File: src/rtl/nixie_display_ctrl.sv
// nixie_display_ctrl
// Round-robin arbiter that hands a 4-digit nixie/7-seg display to one of
// four requesters at a time, with a minimum dwell per owner. It latches the
// owner's 16-bit value into four digit nibbles and generates the scanner's
// digit-multiplex clock enable.
module nixie_display_ctrl #(
  parameter int HOLD_CYCLES = 50_000_000,  // minimum dwell per owner, >= 2
  parameter int SCAN_DIV    = 50_000       // scan tick period, >= 2
) (
  input  logic        clk,
  input  logic        rst,
  input  logic [3:0]  req,
  input  logic [63:0] data_in,
  output logic [3:0]  grant,
  output logic [1:0]  owner,
  output logic [3:0]  num_C3,
  output logic [3:0]  num_C2,
  output logic [3:0]  num_C1,
  output logic [3:0]  num_C0,
  output logic        blank,
  output logic        scan_tick
);

  localparam int DW = $clog2(HOLD_CYCLES);
  localparam int SW = $clog2(SCAN_DIV);
  localparam logic [DW-1:0] DWELL_LAST = DW'(HOLD_CYCLES - 1);
  localparam logic [SW-1:0] SCAN_LAST  = SW'(SCAN_DIV - 1);

  typedef enum logic {S_IDLE, S_OWN} state_t;

  state_t        state_q;
  logic [3:0]    grant_q;
  logic [1:0]    owner_q;
  logic          blank_q;
  logic [DW-1:0] dwell_q;
  logic [15:0]   digits_q;
  logic [SW-1:0] scan_cnt_q;
  logic          scan_tick_q;

  // Round-robin result: search starts one past the current owner and ends on
  // the owner itself, so the owner only wins again when nobody else asks.
  logic       rr_found;
  logic [1:0] rr_idx;
  logic [3:0] rr_onehot;
  logic [1:0] rr_cand;
  logic       owner_req;
  logic [15:0] owner_data;

  // Nearest pending requester, counting forward from owner+1 with wrap
  always_comb begin
    rr_found = 1'b0;
    rr_idx   = owner_q;
    rr_cand  = owner_q;
    for (int i = 1; i <= 4; i++) begin
      rr_cand = owner_q + 2'(i);
      if (!rr_found && req[rr_cand]) begin
        rr_found = 1'b1;
        rr_idx   = rr_cand;
      end
    end
  end

  assign rr_onehot  = 4'b0001 << rr_idx;
  assign owner_req  = req[owner_q];
  // Value presented by whoever owns the display during this cycle
  assign owner_data = data_in[{owner_q, 4'b0000} +: 16];

  // Arbitration FSM with dwell timer; all outputs registered here
  always_ff @(posedge clk) begin
    if (rst) begin
      state_q  <= S_IDLE;
      grant_q  <= 4'b0000;
      owner_q  <= 2'd3;          // first search after reset starts at 0
      blank_q  <= 1'b1;
      dwell_q  <= '0;
      digits_q <= 16'h0000;
    end else begin
      case (state_q)
        S_IDLE: begin
          // Digits are frozen while idle; only a new request wakes us up.
          if (rr_found) begin
            state_q <= S_OWN;
            grant_q <= rr_onehot;
            owner_q <= rr_idx;
            dwell_q <= '0;
            blank_q <= 1'b0;
          end
        end
        S_OWN: begin
          // Track the live value of the owner of this cycle; a switch at
          // this edge therefore shows the new owner one cycle later.
          digits_q <= owner_data;
          if (!owner_req) begin
            // A release always wins over dwell expiry.
            if (rr_found) begin
              grant_q <= rr_onehot;  // hand over with no idle gap
              owner_q <= rr_idx;
              dwell_q <= '0;
            end else begin
              state_q <= S_IDLE;
              grant_q <= 4'b0000;
              blank_q <= 1'b1;
              dwell_q <= '0;
            end
          end else if (dwell_q == DWELL_LAST) begin
            // Owner still requesting, so rr_found is guaranteed; it keeps
            // the grant only if nobody else is waiting.
            grant_q <= rr_onehot;
            owner_q <= rr_idx;
            dwell_q <= '0;
          end else begin
            dwell_q <= dwell_q + 1'b1;
          end
        end
        default: begin
          state_q <= S_IDLE;
          grant_q <= 4'b0000;
          blank_q <= 1'b1;
          dwell_q <= '0;
        end
      endcase
    end
  end

  // Free-running scan divider; tick is registered so it lands one cycle
  // after the terminal count and is independent of arbitration.
  always_ff @(posedge clk) begin
    if (rst) begin
      scan_cnt_q  <= '0;
      scan_tick_q <= 1'b0;
    end else begin
      scan_tick_q <= (scan_cnt_q == SCAN_LAST);
      scan_cnt_q  <= (scan_cnt_q == SCAN_LAST) ? '0 : scan_cnt_q + 1'b1;
    end
  end

  assign grant     = grant_q;
  assign owner     = owner_q;
  assign blank     = blank_q;
  assign num_C3    = digits_q[15:12];
  assign num_C2    = digits_q[11:8];
  assign num_C1    = digits_q[7:4];
  assign num_C0    = digits_q[3:0];
  assign scan_tick = scan_tick_q;

endmodule

File: config.mk
export PLATFORM = sky130hd
export DESIGN_NAME = nixie_display_ctrl
export DESIGN_NICKNAME = d
export VERILOG_FILES = /design/src/rtl/nixie_display_ctrl.sv
export SDC_FILE = /design/constraint.sdc
export NUM_CORES = 1
export LEC_CHECK = 0
export ABC_AREA = 0
export CORE_MARGIN = 2
export CORE_UTILIZATION = 40
export CTS_CLUSTER_SIZE = 16
export DETAILED_ROUTE_END_ITERATION = 16
export GPL_ROUTABILITY_DRIVEN = 0
export GPL_TIMING_DRIVEN = 0
export HOLD_SLACK_MARGIN = 0.03
export PLACE_DENSITY = 0.68
export SLEW_MARGIN = 10
export SYNTH_ARGS = -nofsm -noshare
export SYNTH_HDL_FRONTEND = slang
export SYNTH_SLANG_ARGS = --single-unit
File: constraint.sdc
create_clock -name clk -period 2.2 [get_ports clk]
set_input_delay 0.44 -clock clk [delete_from_list [all_inputs] [get_ports clk]]
set_output_delay 0.44 -clock clk [all_outputs]
set_load 0.005 [all_outputs]
### After elaboration in Yosys (flattened, before gate mapping)

Cells that the tools add are included.

* register bits after elaboration: 67
* latch bits: 0
* memory bits (writable): 0
* bits in read-only memories: 0
* bits of input ports: 70
* output and inout port bits: 24
* logic and storage cells: 71
* memories kept: 0

* $add $sub $neg: 5
* multiply operators: 0
* divide/modulo/power cells: 0
* order comparisons: 4
* eq/ne operators: 6
* shift operators: 2
* muxes and demuxes: 36
* bitwise logic cells: 1
* reduce and logical (&&, ||, !) cells: 9

Operators by type and width (number)
* two-way mux 26 bit: 3
* variable part select 64 x 7 -> 16 bit: 1
* one-hot mux 26 bit (2 select lines): 1
* adder 26 x 1 -> 26 bit (second input constant): 1
* equality test 26 bit (second input constant): 1
* adder 16 x 1 -> 16 bit (second input constant): 1
* equality test 16 bit (second input constant): 1
* two-way mux 4 bit: 4
* two-way mux 2 bit: 7
* two-way mux 1 bit: 13
* < comparator 2 x 3 -> 1 bit (second input constant): 4
* binary-select mux 1 bit (select 2 bit): 4
* one-hot mux 4 bit (2 select lines): 1
* != test 2 bit (second input constant): 3
* adder 2 bit (second input constant): 2
* one-hot mux 1 bit (2 select lines): 2
* one-hot mux 2 bit (2 select lines): 1
* left shift 1 x 2 -> 4 bit (first input constant): 1
* logical AND 1 bit: 3
* logical NOT 1 bit: 3
* != test 3 x 2 -> 1 bit (second input constant): 1
* AND reduction 3 bit: 1
* adder 2 x 1 -> 2 bit (second input constant): 1
* AND reduction 2 bit: 1
* 2 further kinds: 2

### Logic depth before layout (Yosys ltp)

Gate-level depths: netlist of the first run.

* depth in word-level cells: 17
* gate-level depth with buffers: 8
* mapped depth without buffers: 6

### Least setup slack after synthesis of the first run

OpenSTA, ideal clock, no wires.

* path type: input to register
* start: input req[1]
* end: register dwell_q[21]
* library setup time: 0.115 ns
* arrival time: 1.883 ns
* data required time: 2.085 ns
* setup slack: 0.203 ns
* stages: 8
* buffers on the path: 3
* path through: clkbuf_1 > mux4_2 > nand2_1 > o21ba_1 > buf_2 > o21ai_4 > buf_4 > nor2_1

* cells in the longest elaborated chain, start to end: 13
* elaborated cells between the ends (all ways): 21
* classes of those cells: 1 x eq/ne; 14 x mux; 6 x reduce/logical

Ends and longest elaborated chain
* start: declaration: line 12 `input logic [3:0] req,`
* binary-select mux 1 bit (select 2 bit): line 56 `if (!rr_found && req[rr_cand]) begin`
* two-way mux 1 bit (not written as such): line 56
* two-way mux 1 bit: line 56
* logical NOT 1 bit: line 56
* logical AND 1 bit: line 56
* two-way mux 1 bit: line 56
* logical NOT 1 bit: line 56
* logical AND 1 bit: line 56
* two-way mux 1 bit: line 56
* logical NOT 1 bit: line 56
* logical AND 1 bit: line 56
* two-way mux 1 bit: line 56
* != test 2 bit (no line)
* end signal: assignment: line 112 `dwell_q <= dwell_q + 1'b1;`
* end: declaration: line 35 `logic [DW-1:0] dwell_q;`

Parallel ways exist; a longest one is shown, timed or not. The select of a mux whose other input is x is not followed.
A chain may end at the register's enable or synchronous reset.

### Worst setup path in the final report of the first run

* start: register owner_q[1], in the netlist owner[1]
* end: register dwell_q[5]

* cells in the longest elaborated chain, start to end: 14
* elaborated cells between the ends (all ways): 24
* classes of those cells: 3 x add/sub; 1 x eq/ne; 14 x mux; 6 x reduce/logical

Ends and longest elaborated chain
* start: declaration: line 33 `logic [1:0] owner_q;`
* start signal: assignment: line 84 `owner_q <= rr_idx;`
* start signal: assignment: line 97 `owner_q <= rr_idx;`
* start signal: assignment: line 109 `owner_q <= rr_idx;`
* adder 2 x 1 -> 2 bit: line 55 `rr_cand = owner_q + 2'(i);`
* binary-select mux 1 bit (select 2 bit): line 56
* two-way mux 1 bit (not written as such): line 56
* two-way mux 1 bit: line 56
* logical NOT 1 bit: line 56
* logical AND 1 bit: line 56
* two-way mux 1 bit: line 56
* logical NOT 1 bit: line 56
* logical AND 1 bit: line 56
* two-way mux 1 bit: line 56
* logical NOT 1 bit: line 56
* logical AND 1 bit: line 56
* two-way mux 1 bit: line 56
* != test 2 bit (no line)

Parallel ways exist; a longest one is shown, timed or not. The select of a mux whose other input is x is not followed.

==> results of run 1 <==
==> kinds of logic after synthesis <==
family / Yosys count / synth area share [%]
multiplexers: 34 / 16.3
buffers and inverters: 30 / 3.87
AO/OA/AOI/OAI: 28 / 5.90
XOR/XNOR: 35 / 9.03
adder cells (fa/ha/maj): 2 / 0.737
AND/OR/NAND/NOR: 165 / 24.7
flip-flops: 67 / 39.5
==> layout make-up <==
| cell class | instances | area share, % |
|---|---|---|
| Tap cell | 105 | 2.82 |
| Multi-Input combinational cell | 264 | 41.9 |
| Sequential cell | 67 | 28.8 |
| Clock buffer | 10 | 2.74 |
| Timing Repair Buffer | 93 | 20.0 |
| Buffer | 21 | 2.10 |
| Clock inverter | 6 | 0.888 |
| Inverter | 9 | 0.726 |
==> where the power goes <==
group	internal [mW]	total, mW	switching, mW	leakage (nW)
Sequential	1.28	1.32	0.0391	0.545
Combinational	0.441	0.734	0.293	1.00
Clock	0.408	0.886	0.478	0.0787
==> through the flow <==
step                power [mW]  setup TNS (ns)  worst slack (ns)  util (%)  cell area, um^2
finish                    2.94               0             0.142      56.6             4650
global route              3.11        -0.00513          -0.00513      56.6             4650
CTS                       2.98               0           0.00320      56.3             4620
detailed placement        2.08          -12.04            -0.449      54.0             4440
global placement          2.06          -11.05            -0.420      54.0             4440
floorplan                 1.75               0             0.203         -             3400
==> registers in the layout, indices dropped and copies added, names as in the netlist, named ones only <==
register and flops:
owner 1, scan_tick 1, scan_cnt_q 16, blank 1, digits_q 16, dwell_q 26
grant 4, state_q 1
==> worst register-to-register path: stages, from the launching register on <==
cell and delay, ns:
dfxtp_1 0.33, buf_2 0.18, mux4_2 0.51, nand2_1 0.14, o21ba_1 0.16, buf_2 0.17
o21ai_4 0.19, buf_4 0.21, nor2_1 0.06
==> worst paths after layout <==
check	end	slack [ns]	cells past startpoint
worst min register to register	scan_cnt_q[0]	0.46	1
worst min-delay path	scan_cnt_q[0]	0.46	1
worst max-delay path	dwell_q[5]	0.14	8
worst max register to register	dwell_q[5]	0.14	8
==> per-layer routing <==
| layer | part of all wire, % | GRT usage, % | wire, um |
|---|---|---|---|
| met1 | 43 | 22.5 | 3550 |
| met2 | 48 | 31.1 | 3990 |
| met3 | 7.9 | 7.91 | 652 |
| met4 | 1.3 | 6.79 | 108 |
| met5 | 0 | 0 | 0 |
==> cell usage in the layout, fill, tap and decap left out, types with 4 or more instances in the layout <==
master,synthesis,routed
o22ai_1,5,5
nor4b_1,6,6
mux4_2,17,17
clkdlybuf4s50_1,0,88
nand2b_1,4,4
dfxtp_1,67,67
xnor2_1,21,21
inv_1,9,9
nor2_1,70,69
nor3_1,7,7
mux2i_1,17,17
buf_2,6,6
o21ai_0,5,5
buf_4,3,5
and3_1,8,8
xor2_1,14,14
nand4_1,13,13
clkbuf_1,11,12
a21oi_1,5,5
nor4_1,7,6
nand2_1,14,14
nand3_1,18,18
clkbuf_8,0,9
==> timing repair <==
item / in CTS / in global routing
setup buffers: 2 / 0
endpoints found under the setup margin: 20 / 27
gates resized for setup: 2 / 6
pin swaps: 1 / 0
==> impl.org, run 1 <==
** STA
- Setup Skew :: 0.00699 ns
- The total count of hold-check failures in the final report was 0.
- After layout, the worst path uses 93.6% of the clock period.
- Count of pins over their slew limit :: 0
- Post-layout minimum cycle time :: 2.06 ns
- Timing would allow up to 486 MHz.
- Across all hold checks on the routed design, the worst slack comes to 0.460 ns.
- Setup violations remaining at the end of the flow were counted as 0.
- Slew margin rel. :: 53.3%
- For the pin with the worst max-slew slack, the measured transition is 0.700 ns.

** Setup path
- Of all nets on the critical path, the largest fanout is 10.
- The setup path with the least slack is of type reg2reg.
- Together, buffers and inverters on the worst path number 3.
- Reg2reg start :: owner[1]
- The worst setup path is launched from a flop.
- On the worst path, the slowest cell contributes a delay of 0.51 ns.
- The critical path starts at owner[1].
- By instance count, the cell type seen most on the critical path is buf_2.
- The worst setup path is captured at a flop.
- WP data required :: 2.43 ns
- Cells traversed along the worst timing path :: buf_2 > mux4_2 > nand2_1 > o21ba_1 > buf_2 > o21ai_4 > buf_4 > nor2_1
- Standard cell with the maximum stage delay on the critical path :: mux4_2
- Signal arrival time at the worst endpoint :: 2.29 ns
- The cell family contributing the most delay on the critical path is buffers and inverters.

** Yosys
- The cell count after synthesis came out at 361.
- After synthesis, the share of flip-flops with an asynchronous set or reset is 0%.
- Avg Cell Area, Syn :: 9.41 um^2
- Warnings from Yosys :: 0
- In this run the biggest area consumer among cell types represents 39.5% of the synthesized area.
- In the post-synthesis netlist, the biggest area contributors are dfxtp_1, mux4_2, nor2_1, xnor2_1, mux2i_1.
- Yosys top cell by area :: dfxtp_1
- Cell with the most instances after synthesis :: nor2_1
- Netlist area before placement :: 3400 um^2
- After synthesis, flip-flops and latches occupy 39.5% of the total area.
- The synthesized design contains 67 register bits.
- Ys flop type :: dfxtp_1
- Counting distinct cell types in the post-synthesis netlist gives 46.
- Syn nets :: 433
- Most frequent cells after synthesis :: nor2_1, dfxtp_1, xnor2_1
- Number of flops mapped to enable cells by yosys :: 0

** Layout
- In the final layout, the multi-input gates occupy 1950 um^2.
- Share of layout cells above drive strength 1 :: 10.9%
- The layout has 735 filler cells.
- Compared with the post-synthesis result, the final layout area differs by 37.0%.
- Register cell area after layout :: 1340 um^2
- The number of antenna diodes in the final layout is 0.
- For this run, the post-layout net count is 537.
- The finished layout holds 575 standard cells, fillers aside.

** Die
- Once the floorplan was initialized, standard cells occupied 41.3% of the core.
- Die outline area :: 9240 um^2
- The core region is 8220 um^2.
- Pin placement for this block handled 94 I/O pins.
- Standard-cell rows :: 33
- Vertical die dimension :: 96.1 um
- From left edge to right edge, the die measures 96.1 um.

** Drt
- For this block, the routed nets add up to 8300 um of wire.
- Drc violations :: 0
- DR iter-0 viols :: 113
- In the routed layout, each cell is associated on average with a via count of 5.28.
- Count of nets left with antenna violations after detail routing :: 0
- Detailed Routing Iterations Pass 1 :: 4
- The detailed router placed 3038 vias in this run.
- Wirelength per Cell :: 14.4 um

** Place
- Detailed placement finished with a half-perimeter wire length of 6340 um.
- The count of buffers added on input and output ports is 91.
- Including well taps, the total number of placed cells is 557.

** Clock network
- The root buffer cell chosen for the clock tree is clkbuf_8.
- Clock tree from TritonCTS :: done
- Buffers inserted during clock tree synthesis total 9.
- For this design, the CTS-stage hold fixing added 0 buffers.
- CTS built an H-tree with a depth of 3.
- CTS clk-pin slew, worst paths :: 0.07 ns
- Clock tree sinks :: 67
- Clock latency on the worst-skew pair, taken at its later pin, is 0.34 ns.
- Counting along the longest clock path gives a buffer depth of 2.

** Global route
- First-pass GRT wire length :: 13500 um
- The number of antenna violations at the first check in global routing is 0.
- Number of global-route vias before repair :: 2900
- Summed over all layers, the global routing overflow is 0.
- Entering global routing, the biggest net connects 13 pins.
- Global routing used 19.1% of the available tracks across all layers.

** Hold path
- HP Class :: reg2reg
- Hold wc startpoint :: scan_cnt_q[0]

** Power and ir drop
- Leakage dissipation :: 1.62 nW
- IR analysis of the VDD net gives a maximum drop of 0.344 mV.
- Dividing total power by cell area gives a power density of 632 nW/um^2.

** Run status
- Run status :: finished, final reports clean

** Flow run
- Maxcap violations :: 0
(Power assumes the default switching activity.)
==> run 2: changes to the inputs <==
HOLD_SLACK_MARGIN = not set   (was 0.03)
==> results of run 2 <==
Same layout as run 1: the final DEF is identical, and so are final timing and power.
==> run 3: changes to the inputs <==
CELL_PAD_IN_SITES_DETAIL_PLACEMENT = 1   (was not set)
CELL_PAD_IN_SITES_GLOBAL_PLACEMENT = 1   (was not set)
CORE_UTILIZATION = 36   (was 40)
PLACE_DENSITY = 0.79   (was 0.68)
==> impl.org, run 3 (synthesized netlist as in run 1, its figures left out) <==
** Run status
- Run status: finished, final reports clean (unchanged).

** Layout
- The final-stage net count is 536 (was 537).
- Post-route insts no fill :: 580 (was 575)
- Flip-flop count of the largest register, all copies and words added :: 26 (unchanged)
- The area growth from synthesis to final layout is 38.5% (was 37.0%).
- The share of layout cells above drive strength 1 was 11.3% (was 10.9%).
- The count of antenna diodes in the layout came to 0 (unchanged).
- Most frequent cells in the layout :: clkdlybuf4s50_1, nor2_1, dfxtp_1 (unchanged)
- Final core occ :: 51.2% (was 56.6%)
- Largest registers :: dwell_q (26), digits_q (16), scan_cnt_q (16) (unchanged)
- Most frequent standard cell in the layout excluding fill and tap cells :: clkdlybuf4s50_1 (unchanged)
- Count of fill cells added during filler insertion :: 1057 (was 735)
- The register containing the most flip-flops in the final layout is dwell_q (unchanged).

** Die
- The die outline area is 10200 um^2 (was 9240 um^2).
- Standard-cell rows :: 35 (was 33)
- Initial standard-cell utilization of the core :: 36.9% (was 41.3%)
- I/O pin count :: 94 (unchanged)
- Vertical die dimension :: 101 um (was 96.1 um)
- Area of the core region :: 9200 um^2 (was 8220 um^2)
- The x dimension of the die is 101 um (was 96.1 um).

** Global route
- Overall fraction of global-route tracks in use :: 19.6% (was 19.1%)
- The remaining global-route overflow was 0 (unchanged).
- The global-route wire length before repair was 15700 um (was 13500 um).
- Number of global-route vias before repair :: 3363 (was 2900)
- The number of antenna violations at the first check in global routing is 0 (unchanged).
- Maximum number of pins on one net before global-route repair :: 14 (was 13)

** Clock network
- The clock tree from TritonCTS was done (unchanged).
- Clock tree buffer depth :: 2 (unchanged)
- The total of hold buffers inserted after clock tree synthesis was 0 (unchanged).
- The number of levels the H-tree was split into came to 3 (unchanged).
- Clock root buffer :: clkbuf_8 (unchanged)
- The insertion delay to the later sink of the worst-skew pair was 0.34 ns (about the same).
- CTS clk-pin slew, worst paths :: 0.08 ns (was 0.07 ns)
- The TritonCTS buffer count was 9 (unchanged).
- The clock sink count was 67 (unchanged).

** Place
- The placed cell count came to 563 (was 557).
- The worst slack at placement was -0.513 ns (was -0.449 ns).
- Dpl hpwl :: 7370 um (was 6340 um)
- The count of port buffers added during placement is 91 (unchanged).

** STA
- Smallest hold slack :: 0.462 ns (was 0.460 ns)
- The maximum clock skew at final layout came to 0.00881 ns (was 0.00699 ns).
- Final number of setup-violating endpoints :: 0 (unchanged)
- The setup TNS was 0 ns (unchanged).
- Post-layout minimum cycle time :: 2.07 ns (was 2.06 ns)
- Total count of hold-check failures in the final report :: 0 (unchanged)
- The actual transition at the worst max-transition pin is 0.713 ns (was 0.700 ns).
- The final worst setup slack was 0.127 ns (was 0.142 ns).
- Slew margin rel. :: 52.4% (was 53.3%)
- The total count of max-transition violations in the final report is 0 (unchanged).
- The maximum operating frequency came to 482 MHz (was 486 MHz).
- Setup repair after global routing missed its margin :: no
- The post-route fraction of the period consumed by the critical path was 94.2% (was 93.6%).

** Drt
- DR iter-0 viols :: 90 (was 113)
- The number of nets with antenna violations after routing was 0 (unchanged).
- Wirelength per Cell :: 16.4 um (was 14.4 um)
- The via count came to 3104 (was 3038).
- Drc violations :: 0 (unchanged)
- The via density per instance is 5.35 (was 5.28).
- The number of optimization iterations in the first detailed-route pass was 4 (unchanged).
- Post-Route WL :: 9540 um (was 8300 um)

** Flow run
- Maxcap violations :: 0 (unchanged)

** Hold path
- The classification of the worst-slack hold path was reg2reg (unchanged).

** Setup path
- The critical path launch point type was a flop (unchanged).
- Largest fanout on the critical path :: 8 (was 10)
- The element type at the critical path end is a flop (unchanged).
- Signal arrival time at the worst endpoint :: 2.27 ns (was 2.29 ns)
- WP data required :: 2.40 ns (was 2.43 ns)
- Crit path kind :: reg2reg (unchanged)

** Power and ir drop
- Peak VDD IR :: 0.335 mV (was 0.344 mV)
- The leakage power total was 1.64 nW (was 1.62 nW).
- Ratio of total power to cell area :: 669 nW/um^2 (was 632 nW/um^2)
-- run 3: cell type report --
cell class                      count  area, um^2  area share [%]
Tap cell                          111         139            2.95
Sequential cell                    67        1340            28.5
Inverter                            9        33.8           0.718
Timing Repair Buffer               92         922            19.6
Multi-Input combinational cell    264        1960            41.6
Clock inverter                      6        71.3            1.52
Clock buffer                       10         138            2.93
Buffer                             21         104            2.21
-- run 3: report_power, final --
part | internal, mW | switching, mW | total, mW
Sequential | 1.28 | 0.0404 | 1.32
Clock | 0.566 | 0.512 | 1.08
Combinational | 0.443 | 0.305 | 0.748
-- run 3: critical path, stage by stage (launching register included) --
cell and delay, ns:
dfxtp_1 0.33, clkbuf_4 0.18, mux4_2 0.50, nand2_1 0.14, o21ba_1 0.15, buf_2 0.17, o21ai_4 0.21, buf_4 0.17
o22ai_1 0.08
-- run 3: metrics by stage --
step	power, mW	instance area, um^2
final	3.15	4700
after global routing	3.31	4700
after CTS	3.19	4660
after detailed placement	2.10	4450
after global placement	2.07	4450
after floorplan	1.75	3400
-- run 3: per-layer routing --
metal  global-route usage, %  part of all wire, %  routed length [um]  vias to the layer above
li1                        -                    -                   -                     1499
met1                    22.2                   42                4010                     1511
met2                    34.7                   50                4800                       90
met3                    6.10                  6.7                 637                        4
met4                    7.38                 0.91                  87                        0
met5                       0                    0                   0                        -
-- run 3: worst paths after layout --
check                startpoint  depth (start not counted)             to  slack, ns
setup / recovery       owner[1]                          8       grant[1]       0.13
hold / removal    scan_cnt_q[0]                          1  scan_cnt_q[0]       0.46
setup reg to reg       owner[1]                          8       grant[1]       0.13
hold reg to reg   scan_cnt_q[0]                          1  scan_cnt_q[0]       0.46
-- run 3: timing repair --
action,in CTS,in global routing
endpoints found under the setup margin,22,27
cloned,0,0
buffers inserted,1,0
pin swaps,1,0
resized for setup,2,10
